File: src/rtl/uart_pkg.sv
// rtl/uart_pkg.sv - shared state encoding, parity constants and sampling helper for uart_rx_cfg
package uart_pkg;

  typedef enum logic [2:0] {
    WAIT_HIGH,
    IDLE,
    START,
    DATA,
    PARITY,
    STOP
  } state_e;

  localparam logic PARITY_EVEN = 1'b0;
  localparam logic PARITY_ODD  = 1'b1;

  // Mid-bit count; the three votes land at HALF-1, HALF and HALF+1.
  function automatic int uart_half(input int clks_per_bit);
    return (clks_per_bit - 1) / 2;
  endfunction

endpackage

File: src/rtl/uart_rx_sampler.sv
// rtl/uart_rx_sampler.sv - line synchronizer, per-bit counter and 3-sample majority vote
module uart_rx_sampler
  import uart_pkg::*;
#(
  parameter int CLKS_PER_BIT = 87
) (
  input  logic clk_i,
  input  logic rst_i,
  input  logic rx_i,
  input  logic restart_i,
  output logic rx_s_o,
  output logic bit_val_o,
  output logic bit_vld_o,
  output logic bit_end_o
);

  localparam int HALF = uart_half(CLKS_PER_BIT);
  localparam int CW   = $clog2(CLKS_PER_BIT);

  localparam logic [CW-1:0] CNT_S0   = CW'(HALF - 1);
  localparam logic [CW-1:0] CNT_S1   = CW'(HALF);
  localparam logic [CW-1:0] CNT_VOTE = CW'(HALF + 1);
  localparam logic [CW-1:0] CNT_LAST = CW'(CLKS_PER_BIT - 1);

  logic [1:0]    sync_q;
  logic [CW-1:0] cnt_q;
  logic          s0_q;
  logic          s1_q;

  always_ff @(posedge clk_i) begin
    if (rst_i) begin
      sync_q <= 2'b11;
      cnt_q  <= '0;
      s0_q   <= 1'b1;
      s1_q   <= 1'b1;
    end else begin
      sync_q <= {sync_q[0], rx_i};
      if (restart_i || cnt_q == CNT_LAST) begin
        cnt_q <= '0;
      end else begin
        cnt_q <= cnt_q + 1'b1;
      end
      if (cnt_q == CNT_S0) s0_q <= sync_q[1];
      if (cnt_q == CNT_S1) s1_q <= sync_q[1];
    end
  end

  // The third sample is the live synchronized line at the vote count.
  assign rx_s_o    = sync_q[1];
  assign bit_vld_o = (cnt_q == CNT_VOTE);
  assign bit_val_o = (s0_q & s1_q) | (s0_q & rx_s_o) | (s1_q & rx_s_o);
  assign bit_end_o = (cnt_q == CNT_LAST);

endmodule

File: src/rtl/uart_rx_cfg.sv
// rtl/uart_rx_cfg.sv - configurable UART receiver with error flags and one-entry holding register
// Parity bit and parity checking are built only when UART_RX_PARITY_EN is defined.
module uart_rx_cfg #(
  parameter int CLKS_PER_BIT = 87,
  parameter int DATA_BITS    = 8,
  parameter int STOP_BITS    = 1,
  parameter bit PARITY_ODD   = 1'b0
) (
  input  logic                 in_Clock,
  input  logic                 in_Reset,
  input  logic                 in_Rx_Serial,
  input  logic                 in_Rx_Ready,
  output logic                 out_Rx_Valid,
  output logic [DATA_BITS-1:0] out_Rx_Byte,
  output logic                 out_Frame_Err,
  output logic                 out_Parity_Err,
  output logic                 out_Break,
  output logic                 out_Overrun
);

  import uart_pkg::*;

  localparam logic [3:0] LAST_DATA = 4'(DATA_BITS - 1);
  localparam logic [1:0] LAST_STOP = 2'(STOP_BITS - 1);

  logic rx_s, bit_val, bit_vld, bit_end, restart;

  state_e               state_q;
  logic [DATA_BITS-1:0] shift_q;
  logic [3:0]           data_cnt_q;
  logic [1:0]           stop_cnt_q;
  logic                 fe_q, pe_q, par_bit_q;
  logic                 valid_q, ferr_q, perr_q, brk_q, ovr_q;
  logic [DATA_BITS-1:0] byte_q;
  logic                 fe_d, brk_d, take;

  assign restart = (state_q == WAIT_HIGH) || (state_q == IDLE);

  uart_rx_sampler #(
    .CLKS_PER_BIT(CLKS_PER_BIT)
  ) u_sampler (
    .clk_i    (in_Clock),
    .rst_i    (in_Reset),
    .rx_i     (in_Rx_Serial),
    .restart_i(restart),
    .rx_s_o   (rx_s),
    .bit_val_o(bit_val),
    .bit_vld_o(bit_vld),
    .bit_end_o(bit_end)
  );

  always_comb begin
    fe_d  = fe_q | (state_q == STOP && bit_vld && !bit_val);
    brk_d = fe_d && (shift_q == '0) && !par_bit_q;
    take  = valid_q && in_Rx_Ready;
  end

  always_ff @(posedge in_Clock) begin
    if (in_Reset) begin
      state_q    <= WAIT_HIGH;
      shift_q    <= '0;
      data_cnt_q <= '0;
      stop_cnt_q <= '0;
      fe_q       <= 1'b0;
      pe_q       <= 1'b0;
      par_bit_q  <= 1'b0;
      valid_q    <= 1'b0;
      byte_q     <= '0;
      ferr_q     <= 1'b0;
      perr_q     <= 1'b0;
      brk_q      <= 1'b0;
      ovr_q      <= 1'b0;
    end else begin
      ovr_q <= 1'b0;
      if (take) valid_q <= 1'b0;
      case (state_q)
        WAIT_HIGH: if (rx_s) state_q <= IDLE;
        IDLE: if (!rx_s) begin
          state_q    <= START;
          data_cnt_q <= '0;
          stop_cnt_q <= '0;
          fe_q       <= 1'b0;
          pe_q       <= 1'b0;
          par_bit_q  <= 1'b0;
        end
        START: begin
          if (bit_vld && bit_val) state_q <= IDLE;
          else if (bit_end) state_q <= DATA;
        end
        DATA: if (bit_vld) begin
          shift_q    <= {bit_val, shift_q[DATA_BITS-1:1]};
          data_cnt_q <= data_cnt_q + 4'd1;
          if (data_cnt_q == LAST_DATA) begin
`ifdef UART_RX_PARITY_EN
            state_q <= PARITY;
`else
            state_q <= STOP;
`endif
          end
        end
`ifdef UART_RX_PARITY_EN
        PARITY: if (bit_vld) begin
          par_bit_q <= bit_val;
          pe_q      <= (((^shift_q) ^ bit_val) != PARITY_ODD);
          state_q   <= STOP;
        end
`endif
        STOP: if (bit_vld) begin
          fe_q       <= fe_d;
          stop_cnt_q <= stop_cnt_q + 2'd1;
          if (stop_cnt_q == LAST_STOP) begin
            // Commit at the last stop vote; a full holder not being drained drops the word.
            if (!valid_q || take) begin
              valid_q <= 1'b1;
              byte_q  <= shift_q;
              ferr_q  <= fe_d;
              perr_q  <= pe_q;
              brk_q   <= brk_d;
            end else begin
              ovr_q <= 1'b1;
            end
            state_q <= brk_d ? WAIT_HIGH : IDLE;
          end
        end
        default: state_q <= WAIT_HIGH;
      endcase
    end
  end

  assign out_Rx_Valid   = valid_q;
  assign out_Rx_Byte    = byte_q;
  assign out_Frame_Err  = ferr_q;
  assign out_Parity_Err = perr_q;
  assign out_Break      = brk_q;
  assign out_Overrun    = ovr_q;

endmodule
File: config.mk
export PLATFORM = sky130hd
export DESIGN_NAME = uart_rx_cfg
export DESIGN_NICKNAME = d
export VERILOG_FILES = /design/src/rtl/uart_pkg.sv /design/src/rtl/uart_rx_sampler.sv /design/src/rtl/uart_rx_cfg.sv
export SDC_FILE = /design/constraint.sdc
export NUM_CORES = 1
export LEC_CHECK = 0
export ABC_AREA = 1
export ABC_CLOCK_PERIOD_IN_PS = 2900
export CAP_MARGIN = 20
export CORE_MARGIN = 3
export CORE_UTILIZATION = 40
export DETAILED_ROUTE_END_ITERATION = 7
export PLACE_DENSITY_LB_ADDON = 0.25
export SYNTH_ARGS = -nofsm -noshare
export SYNTH_HDL_FRONTEND = slang
export SYNTH_SLANG_ARGS = --single-unit
File: constraint.sdc
create_clock -name in_Clock -period 2.9 [get_ports in_Clock]
set_clock_uncertainty 0.1 [all_clocks]
set_input_delay 0.58 -clock in_Clock [delete_from_list [all_inputs] [get_ports in_Clock]]
set_output_delay 0.58 -clock in_Clock [all_outputs]
set_load 0.05 [all_outputs]
== Yosys cells after proc, flatten, opt, wreduce, memory -nomap -nowiden ==
Cells that the tools add are included.
Storage, ports and cells
  bits in registers: 41
  bits of input ports: 4
  output and inout port bits: 13
  logic and storage cells: 89
Cells by class
  add/subtract/negate cells: 3
  equal/unequal tests: 16
  multiplexer cells: 25
  bitwise logic cells: 9
  reductions and logical operators: 22
Operator list (number)
  2-to-1 mux 3 bit: 8
  equality test 7 x 6 -> 1 bit (second input constant): 3
  one-hot mux 3 bit (5 select lines): 1
  2-to-1 mux 1 bit: 9
  zero test 8 bit: 1
  2-to-1 mux 4 bit: 2
  inequality test 2 bit (second input constant): 4
  one-hot mux 4 bit (2 select lines): 1
  adder 7 x 1 -> 7 bit (second input constant): 1
  equality test 7 bit (second input constant): 1
  AND reduction 7 bit: 1
  equality test 3 x 2 -> 1 bit (second input constant): 2
  AND reduction 3 bit: 2
  logical AND 1 bit: 5
  adder 4 x 1 -> 4 bit (second input constant): 1
  equality test 4 x 3 -> 1 bit (second input constant): 1
  2-to-1 mux 2 bit: 2
  inequality test 2 x 1 -> 1 bit (second input constant): 2
  one-hot mux 2 bit (2 select lines): 1
  AND reduction 4 bit: 1
  nonzero test 2 bit: 2
  OR reduction 4 bit: 1
  bitwise AND 1 bit: 3
  equality test 3 x 1 -> 1 bit (second input constant): 1
  other kinds (12): 19

== Logic depth before layout (Yosys ltp) ==
Gate-level depths: netlist of run 1.
  depth in word-level cells: 11
  depth in mapped cells: 11
  depth with buffers taken out: 11

== Modules after synthesis ==
From an unflattened synthesis of run 1, not the netlist that was laid out.
Unflattened totals
  cells, all modules: 261
  area total of the unflattened synthesis: 1956.9 um2
Modules (own cells, without submodules)
  uart_rx_cfg: instances 1, cells each 188, area an instance 1408.9 um2, seq. area each 600.6 um2
  uart_rx_sampler: instances 1, cells each 73, area an instance 548.0 um2, seq. area each 220.2 um2

== Worst setup path before layout of run 1 ==
No wires, ideal clock.
  path kind: register to register
  start: reg u_sampler.cnt_q[0]
  end: reg ferr_q (netlist: out_Frame_Err)
  setup time: 114 ps
  arrival time: 1408 ps
  data required time: 2686 ps
  setup slack: 1278 ps
  cell stages (with the launch flop): 12
  buffers on the path: 1
  clock period less this slack: 1622 ps
  cells stage by stage: dfxtp_1 inv_1 ha_1 nand3_2 nor2_4 and2_4 nand2_4 nor2_8 buf_8 inv_1 nor2_1 nor2_1
On the way
  longest elaborated chain between the ends: 4
  elaborated cells between the ends (all ways): 5
  those cells by class: 1 x eq/ne; 1 x bitwise; 3 x reduce/logical
RTL lines
  start, declared: RTL line uart_rx_sampler.sv:26  | logic [CW-1:0] cnt_q;
  start signal, assigned: RTL line uart_rx_sampler.sv:41  | cnt_q <= cnt_q + 1'b1;
  equality test 7 x 6 -> 1 bit *: RTL line uart_rx_sampler.sv:50  | assign bit_vld_o = (cnt_q == CNT_VOTE);
  logical AND 1 bit (2 in series): RTL line uart_rx_cfg.sv:53  | fe_d = fe_q | (state_q == STOP && bit_vld && !bit_val);
  bitwise OR 1 bit: RTL line uart_rx_cfg.sv:53
  end signal, assigned: RTL line uart_rx_cfg.sv:69  | ferr_q <= 1'b0;
  end signal, assigned: RTL line uart_rx_cfg.sv:116  | ferr_q <= fe_d;
  end, declared: RTL line uart_rx_cfg.sv:33  | logic valid_q, ferr_q, perr_q, brk_q, ovr_q;
Every way passes the cells marked *; elsewhere a longest branch is shown, timed or not.
A chain may end at the register's enable or synchronous reset.

== Final worst setup path of run 1 ==
  start: reg byte_q[7] (netlist: out_Rx_Byte[7])
  end: out out_Rx_Byte[7]
RTL lines
  start, declared: RTL line uart_rx_cfg.sv:34  | logic [DATA_BITS-1:0] byte_q;
  start signal, assigned: RTL line uart_rx_cfg.sv:115  | byte_q <= shift_q;
  end, declared: RTL line uart_rx_cfg.sv:14  | output logic [DATA_BITS-1:0] out_Rx_Byte,
No word-level cell between the ends.

==> results of run 1 <==
through the flow:
| stage | setup WS [ns] | power [W] |
|---|---|---|
| after floorplan | 1.28 | 0.000720 |
| after global placement | 0.944 | 0.000747 |
| after detailed placement | 0.933 | 0.000748 |
| after CTS | 0.759 | 0.00122 |
| after global routing | 0.718 | 0.00127 |
| final | 0.777 | 0.00121 |
report_power, final:
group | leakage (nW) | switching (W) | internal, W
Clock | 0.0543 | 0.000212 | 0.000258
Sequential | 0.331 | 0.0000173 | 0.000581
Combinational | 0.395 | 0.0000918 | 0.0000474
Total | 0.780 | 0.000321 | 0.000886
final timing paths:
path                                     to  slack, ns  cells after the start
max                          out_Rx_Byte[7]       0.78                      1
min          u_sampler.sync_q[1]$_SDFF_PP1_       0.31                      1
max reg2reg     out_Rx_Byte[2]$_SDFFE_PP0P_       1.05                      9
min reg2reg  u_sampler.sync_q[1]$_SDFF_PP1_       0.31                      1
state kept, by name, indices dropped and copies added (netlist names), 2 cells and up:
| register | cells |
|---|---|
| out_Rx_Byte | 8 |
| shift_q | 8 |
| u_sampler.cnt_q | 7 |
| data_cnt_q | 4 |
| state_q | 3 |
| stop_cnt_q | 2 |
| u_sampler.sync_q | 2 |
placed cells by master, fill, tap and decap left out, types with 3 or more instances in the layout:
| cell | Yosys | layout |
|---|---|---|
| sky130_fd_sc_hd__nand2_1 | 36 | 36 |
| sky130_fd_sc_hd__dfxtp_1 | 41 | 41 |
| sky130_fd_sc_hd__a21oi_2 | 9 | 9 |
| sky130_fd_sc_hd__nor3_1 | 8 | 8 |
| sky130_fd_sc_hd__ha_1 | 5 | 5 |
| sky130_fd_sc_hd__inv_1 | 36 | 36 |
| sky130_fd_sc_hd__nand3_1 | 6 | 6 |
| sky130_fd_sc_hd__a21oi_1 | 22 | 22 |
| sky130_fd_sc_hd__o21ai_1 | 11 | 11 |
| sky130_fd_sc_hd__clkdlybuf4s50_1 | 0 | 15 |
| sky130_fd_sc_hd__clkbuf_8 | 0 | 5 |
| sky130_fd_sc_hd__nor2_1 | 21 | 21 |
| sky130_fd_sc_hd__nand4_1 | 3 | 3 |
| sky130_fd_sc_hd__o21ai_0 | 15 | 15 |
layer usage:
layer | share of wire | vias to the layer above
li1 | - | 796
met1 | 0.52 | 649
met2 | 0.42 | 21
met3 | 0.042 | 4
met4 | 0.019 | 0
met5 | 0 | -
kinds of logic (layout without fill, tap and decap cells):
group	after synthesis	count (layout)
xor gates and xnor gates	1	1
DFF	41	41
AOI/OAI and AO/OA	58	58
other	1	1
buffers and inverters	45	62
adders and majority gates	5	5
and+or+nand+nor	87	87
area by class of cell:
class,instances,area share
Multi-Input combinational cell,152,0.390
Sequential cell,41,0.384
Timing Repair Buffer,17,0.0772
Inverter,37,0.0650
Clock buffer,5,0.0322
Tap cell,52,0.0304
Clock inverter,3,0.0217
==> insert_results.sql, run 1 <==
INSERT INTO impl_metrics (metric_group, metric, value, unit) VALUES
('logic_synthesis', 'compound_gate_fraction_of_synth_area', '0.175', ''),
('timing', 'finalHoldViolCount', '0', ''),
('logic_synthesis', 'synth.largest_area_cell', 'sky130_fd_sc_hd__dfxtp_1', ''),
('logic_synthesis', 'netlist_area', '1860', 'µm²'),
('global_routing', 'track_usage', '0.140', ''),
('global_routing', 'antenna_found_initial', '0', ''),
('clock_tree', 'clock_tree_from_tritoncts', 'done', ''),
('power', 'vdd.ir_drop.worst', '0.328', 'mV'),
('route', 'drt_first_iter_violations', '53', ''),
('setup_path', 'timing_worst_setup_path_type', 'reg2out', ''),
('clock_tree', 'cts_max_level', '2', ''),
('logic_synthesis', 'most_frequent_cell_after_synthesis', 'sky130_fd_sc_hd__dfxtp_1', ''),
('route', 'total_routed_length', '3270', 'µm'),
('global_routing', 'busiest_metal_layer_after_global_routing', 'met2', ''),
('setup_path', 'crit_buf_inv', '1', ''),
('layout', 'num-fill-cells', '477', ''),
('layout', 'design.final.nets', '263', ''),
('run_status', 'run_status', 'finished, final reports clean', ''),
('die', 'floorplan.die.height', '74.1', 'µm'),
('logic_synthesis', 'synth_warn', '0', ''),
('logic_synthesis', 'synth_seq_area_share', '0.442', ''),
('logic_synthesis', 'synth.avg_cell_area', '7.80', 'µm²'),
('logic_synthesis', 'yosysTopAreaCellShare', '0.442', ''),
('clock_tree', 'clk_transition_reported_paths', '0.08', 'ns'),
('setup_path', 'crit_path_start', 'out_Rx_Byte[7]$_SDFFE_PP0P_', ''),
('placement', 'gp_congestion', '0.797', ''),
('die', 'core_area', '4410', 'µm²'),
('setup_path', 'cp_slowest_cell', 'sky130_fd_sc_hd__clkdlybuf4s50_1', ''),
('placement', 'port-buffer-count', '15', ''),
('die', 'placement_rows', '24', ''),
('clock_tree', 'ctsRootBufferMaster', 'sky130_fd_sc_hd__clkbuf_8', ''),
('clock_tree', 'hold_buffers', '0', ''),
('clock_tree', 'buffer_depth_of_the_longest_clock_path', '2', ''),
('timing', 'setup_violations', '0', ''),
('logic_synthesis', 'synth_fa_ha_area_frac', '0.0337', ''),
('layout', 'final_layout_size_suffix_gt1_frac', '0.114', ''),
('die', 'start_util', '0.421', ''),
('timing', 'rsz0062_at_grt', 'false', ''),
('logic_synthesis', 'post_synth_mux_area_share', '0', ''),
('timing', 'fin_setup_tns', '0', 'ns'),
('logic_synthesis', 'synth-main-ff-cell', 'sky130_fd_sc_hd__dfxtp_1', ''),
('layout', 'fraction_of_the_core_area_covered_by_cells_at_the_end_of_the_flow', '0.484', ''),
('route', 'vias', '1470', ''),
('layout', 'multi_input_area', '833', 'µm²'),
('global_routing', 'first_pass_grt_wire_length', '5870', 'µm'),
('logic_synthesis', 'synth_top_family_by_area', 'simple AND/OR/NAND/NOR gates', ''),
('placement', 'post_dp_cell_area', '2020', 'µm²'),
('route', 'dr.pass1.iters', '4', ''),
('timing', 'maxSlewHeadroom', '0.619', ''),
('setup_path', 'worst_ep_arrival_time', '1.44', 'ns'),
('layout', 'post_layout_nonfiller_instances', '307', ''),
('placement', 'hpwl', '2240', 'µm'),
('timing', 'maxSlewViolCount', '0', ''),
('logic_synthesis', 'synth_enable_flop_cells', '0', ''),
('clock_tree', 'latest_clock_arrival_within_the_worst_skew_pair', '0.30', 'ns'),
('power', 'power.density', '565', 'nW/µm²'),
('min_path', 'min-delay-path-class', 'reg2reg', ''),
('layout', 'regArea', '821', 'µm²'),
('setup_path', 'start_kind', 'register', ''),
('logic_synthesis', 'post_synth_most_frequent_cells', 'sky130_fd_sc_hd__dfxtp_1, sky130_fd_sc_hd__inv_1, sky130_fd_sc_hd__nand2_1, sky130_fd_sc_hd__a21oi_1, sky130_fd_sc_hd__nor2_1', ''),
('setup_path', 'path_delay_family', 'buffers and inverters', ''),
('clock_tree', 'cts.sinks', '41', ''),
('timing', 'final.period_utilization', '0.732', ''),
('die', 'top_level_ports', '17', ''),
('global_routing', 'grt.met1_usage', '0.180', ''),
('setup_path', 'r2r_start', 'u_sampler.cnt_q[0]$_SDFF_PP0_', ''),
('layout', 'num_antenna_cells', '0', ''),
('layout', 'layout.cell_area.non_filler', '2140', 'µm²'),
('clock_tree', 'post_cts_resized', '0', ''),
('setup_path', 'worst_ep_required', '2.22', 'ns'),
('global_routing', 'met3_usage', '0.0527', '');
(Power assumes the default switching activity.)
==> run 2: changes to the inputs <==
ABC_CLOCK_PERIOD_IN_PS = 2170   (was 2900)
clock period = 2.17 ns   (was 2.9 ns; I/O delays follow)
==> run 2 against run 1 <==
  * Die area stayed put
  * Routed wire length is 2.3% lower
  * Utilization is 0.085 points lower
==> insert_results.sql, run 2 (synthesized netlist as in run 1, its figures left out) <==
INSERT INTO impl_metrics (metric_group, metric, value, unit) VALUES
('run_status', 'run_status', 'finished, final reports clean', ''),
('setup_path', 'crit_path_end_kind', 'primary output', ''),
('setup_path', 'critPathMaxStageDelay', '0.80', 'ns'),
('layout', 'num_antenna_cells', '0', ''),
('clock_tree', 'post_cts.repair.setup_buffers', '0', ''),
('timing', 'hold-worst-slack', '0.315', 'ns'),
('setup_path', 'path_delay_family', 'buffers and inverters', ''),
('layout', 'design.final.nets', '264', ''),
('global_routing', 'grt_max_degree', '23', ''),
('die', 'core_area', '4410', 'µm²'),
('timing', 'maxSlewHeadroom', '0.664', ''),
('placement', 'place_worst_setup_slack', '0.359', 'ns'),
('timing', 'setup_violations', '0', ''),
('setup_path', 'cp_slowest_cell', 'sky130_fd_sc_hd__clkdlybuf4s50_1', ''),
('die', 'floorplan.die.height', '74.1', 'µm'),
('clock_tree', 'clock_tree_from_tritoncts', 'done', ''),
('route', 'drc', '0', ''),
('route', 'route.layer.met1.wl', '1520', 'µm'),
('clock_tree', 'clk_transition_reported_paths', '0.08', 'ns'),
('job', 'drv.max_cap_violation_count', '0', ''),
('timing', 'min_period', '1.97', 'ns'),
('layout', 'syn_to_final_growth', '15.0', '%'),
('die', 'placement_rows', '24', ''),
('global_routing', 'first_pass_grt_wire_length', '5800', 'µm'),
('clock_tree', 'cts-buffers-inserted', '5', ''),
('layout', 'num-fill-cells', '442', ''),
('timing', 'final.period_utilization', '0.907', ''),
('setup_path', 'path_cells', 'clkdlybuf4s50_1', ''),
('route', 'route.detailed.wl_per_inst', '10.4', 'µm'),
('route', 'dr.pass1.iters', '4', ''),
('layout', 'final_layout_size_suffix_gt1_frac', '0.114', ''),
('route', 'routed.top_layer', 'met4', ''),
('timing', 'worst_pin_slew', '0.502', 'ns'),
('die', 'fp.dieArea', '5500', 'µm²'),
('timing', 'rsz0062_at_grt', 'false', ''),
('placement', 'port-buffer-count', '15', ''),
('timing', 'fin_setup_tns', '0', 'ns'),
('global_routing', 'first_global_vias', '1400', ''),
('placement', 'gp_congestion', '0.778', ''),
('route', 'met2_wire_length', '1460', 'µm'),
('die', 'start_util', '0.421', ''),
('setup_path', 'timing_worst_setup_path_type', 'reg2out', ''),
('setup_path', 'worst_ep_required', '1.64', 'ns'),
('die', 'dieWidth', '74.1', 'µm'),
('setup_path', 'crit_buf_inv', '1', ''),
('setup_path', 'start_kind', 'register', ''),
('power', 'power_leakage', '0.785', 'nW'),
('layout', 'layout.cells.most_common_list', 'sky130_fd_sc_hd__dfxtp_1, sky130_fd_sc_hd__inv_1, sky130_fd_sc_hd__nand2_1', ''),
('power', 'vdd.ir_drop.worst', '0.556', 'mV'),
('clock_tree', 'cts_max_level', '2', ''),
('min_path', 'min-delay-path-class', 'reg2reg', ''),
('timing', 'finalHoldViolCount', '0', ''),
('route', 'antenna_violating_nets_post_route', '0', ''),
('layout', 'fraction_of_the_core_area_covered_by_cells_at_the_end_of_the_flow', '0.484', ''),
('route', 'total_routed_length', '3200', 'µm'),
('clock_tree', 'buffer_depth_of_the_longest_clock_path', '2', ''),
('setup_path', 'critical_path_peak_fanout', '2', ''),
('global_routing', 'track_usage', '0.137', ''),
('clock_tree', 'cts.sinks', '41', ''),
('route', 'vias', '1471', ''),
('clock_tree', 'hold_buffers', '0', ''),
('global_routing', 'globalRouteOverflowTotal', '0', ''),
('route', 'drt_first_iter_violations', '60', ''),
('clock_tree', 'post_cts_resized', '0', ''),
('global_routing', 'antenna_found_initial', '0', ''),
('route', 'post_drt_via_cell_ratio', '4.79', ''),
('die', 'top_level_ports', '17', ''),
('timing', 'final_critical_path_setup_slack', '0.201', 'ns'),
('clock_tree', 'ctsRootBufferMaster', 'sky130_fd_sc_hd__clkbuf_8', ''),
('setup_path', 'worst_ep_arrival_time', '1.43', 'ns'),
('power', 'power.density', '740', 'nW/µm²'),
('timing', 'maxSlewViolCount', '0', ''),
('layout', 'final_common_cell', 'sky130_fd_sc_hd__dfxtp_1', ''),
('placement', 'hpwl', '2310', 'µm'),
('route', 'met3WireLength', '154', 'µm'),
('timing', 'max_freq', '508', 'MHz'),
('clock_tree', 'latest_clock_arrival_within_the_worst_skew_pair', '0.29', 'ns');
==> run 2: cell count changes in the layout (fill, tap and decap cells not counted), sizes merged <==
cell / change
buf: +1
clkinvlp: -1
==> run 2: layout make-up <==
cell class | count | area, µm² | share of cell area
clock inverters | 2 | 35.0 | 0.0164
inverters | 37 | 139 | 0.0651
repair buffers | 18 | 173 | 0.0809
multi-input cells | 152 | 833 | 0.390
clock buffers | 5 | 68.8 | 0.0322
flip-flops and latches | 41 | 821 | 0.385
well taps | 52 | 65.1 | 0.0305
==> run 2: worst paths after layout <==
kind                            slack, ns  depth (start not counted)                            from                             end
worst max-delay path                 0.20                          1     out_Rx_Byte[0]$_SDFFE_PP0P_                  out_Rx_Byte[0]
worst min-delay path                 0.31                          1  u_sampler.sync_q[0]$_SDFF_PP1_  u_sampler.sync_q[1]$_SDFF_PP1_
worst max register to register       0.36                         10   u_sampler.cnt_q[0]$_SDFF_PP0_      out_Frame_Err$_SDFFE_PP0P_
worst min register to register       0.31                          1  u_sampler.sync_q[0]$_SDFF_PP1_  u_sampler.sync_q[1]$_SDFF_PP1_
==> run 2: worst register-to-register path: stages (launching register included) <==
cell and delay [ns]:
sky130_fd_sc_hd__dfxtp_1 0.33, sky130_fd_sc_hd__inv_1 0.10, sky130_fd_sc_hd__ha_1 0.17, sky130_fd_sc_hd__nand3_2 0.09
sky130_fd_sc_hd__nor2_4 0.17, sky130_fd_sc_hd__and2_4 0.20, sky130_fd_sc_hd__nand2_4 0.07, sky130_fd_sc_hd__nor2_8 0.28
sky130_fd_sc_hd__inv_1 0.07, sky130_fd_sc_hd__nor2_1 0.09, sky130_fd_sc_hd__nor2_1 0.05
==> run 2: metal layers <==
| metal | track usage | vias up |
|---|---|---|
| met5 | 0 | - |
| met4 | 0.0543 | 0 |
| met3 | 0.0527 | 5 |
| met2 | 0.228 | 25 |
| met1 | 0.158 | 644 |
| li1 | - | 797 |
==> run 2: metrics by stage <==
step           power [W]  cells  cell area (µm²)
5_1_grt          0.00167    307             2130
4_1_cts          0.00160    307             2130
3_5_place_dp     0.00100    300             2030
2_1_floorplan   0.000962    238             1860
3_3_place_gp     0.00100    300             2030
6_report         0.00158    307             2130
==> run 2: report_power, final <==
group	internal (W)	switching, W	total, W
registers	0.000777	0.0000225	0.000799
clock network	0.000334	0.000260	0.000594
logic	0.0000648	0.000122	0.000187
total	0.00118	0.000404	0.00158
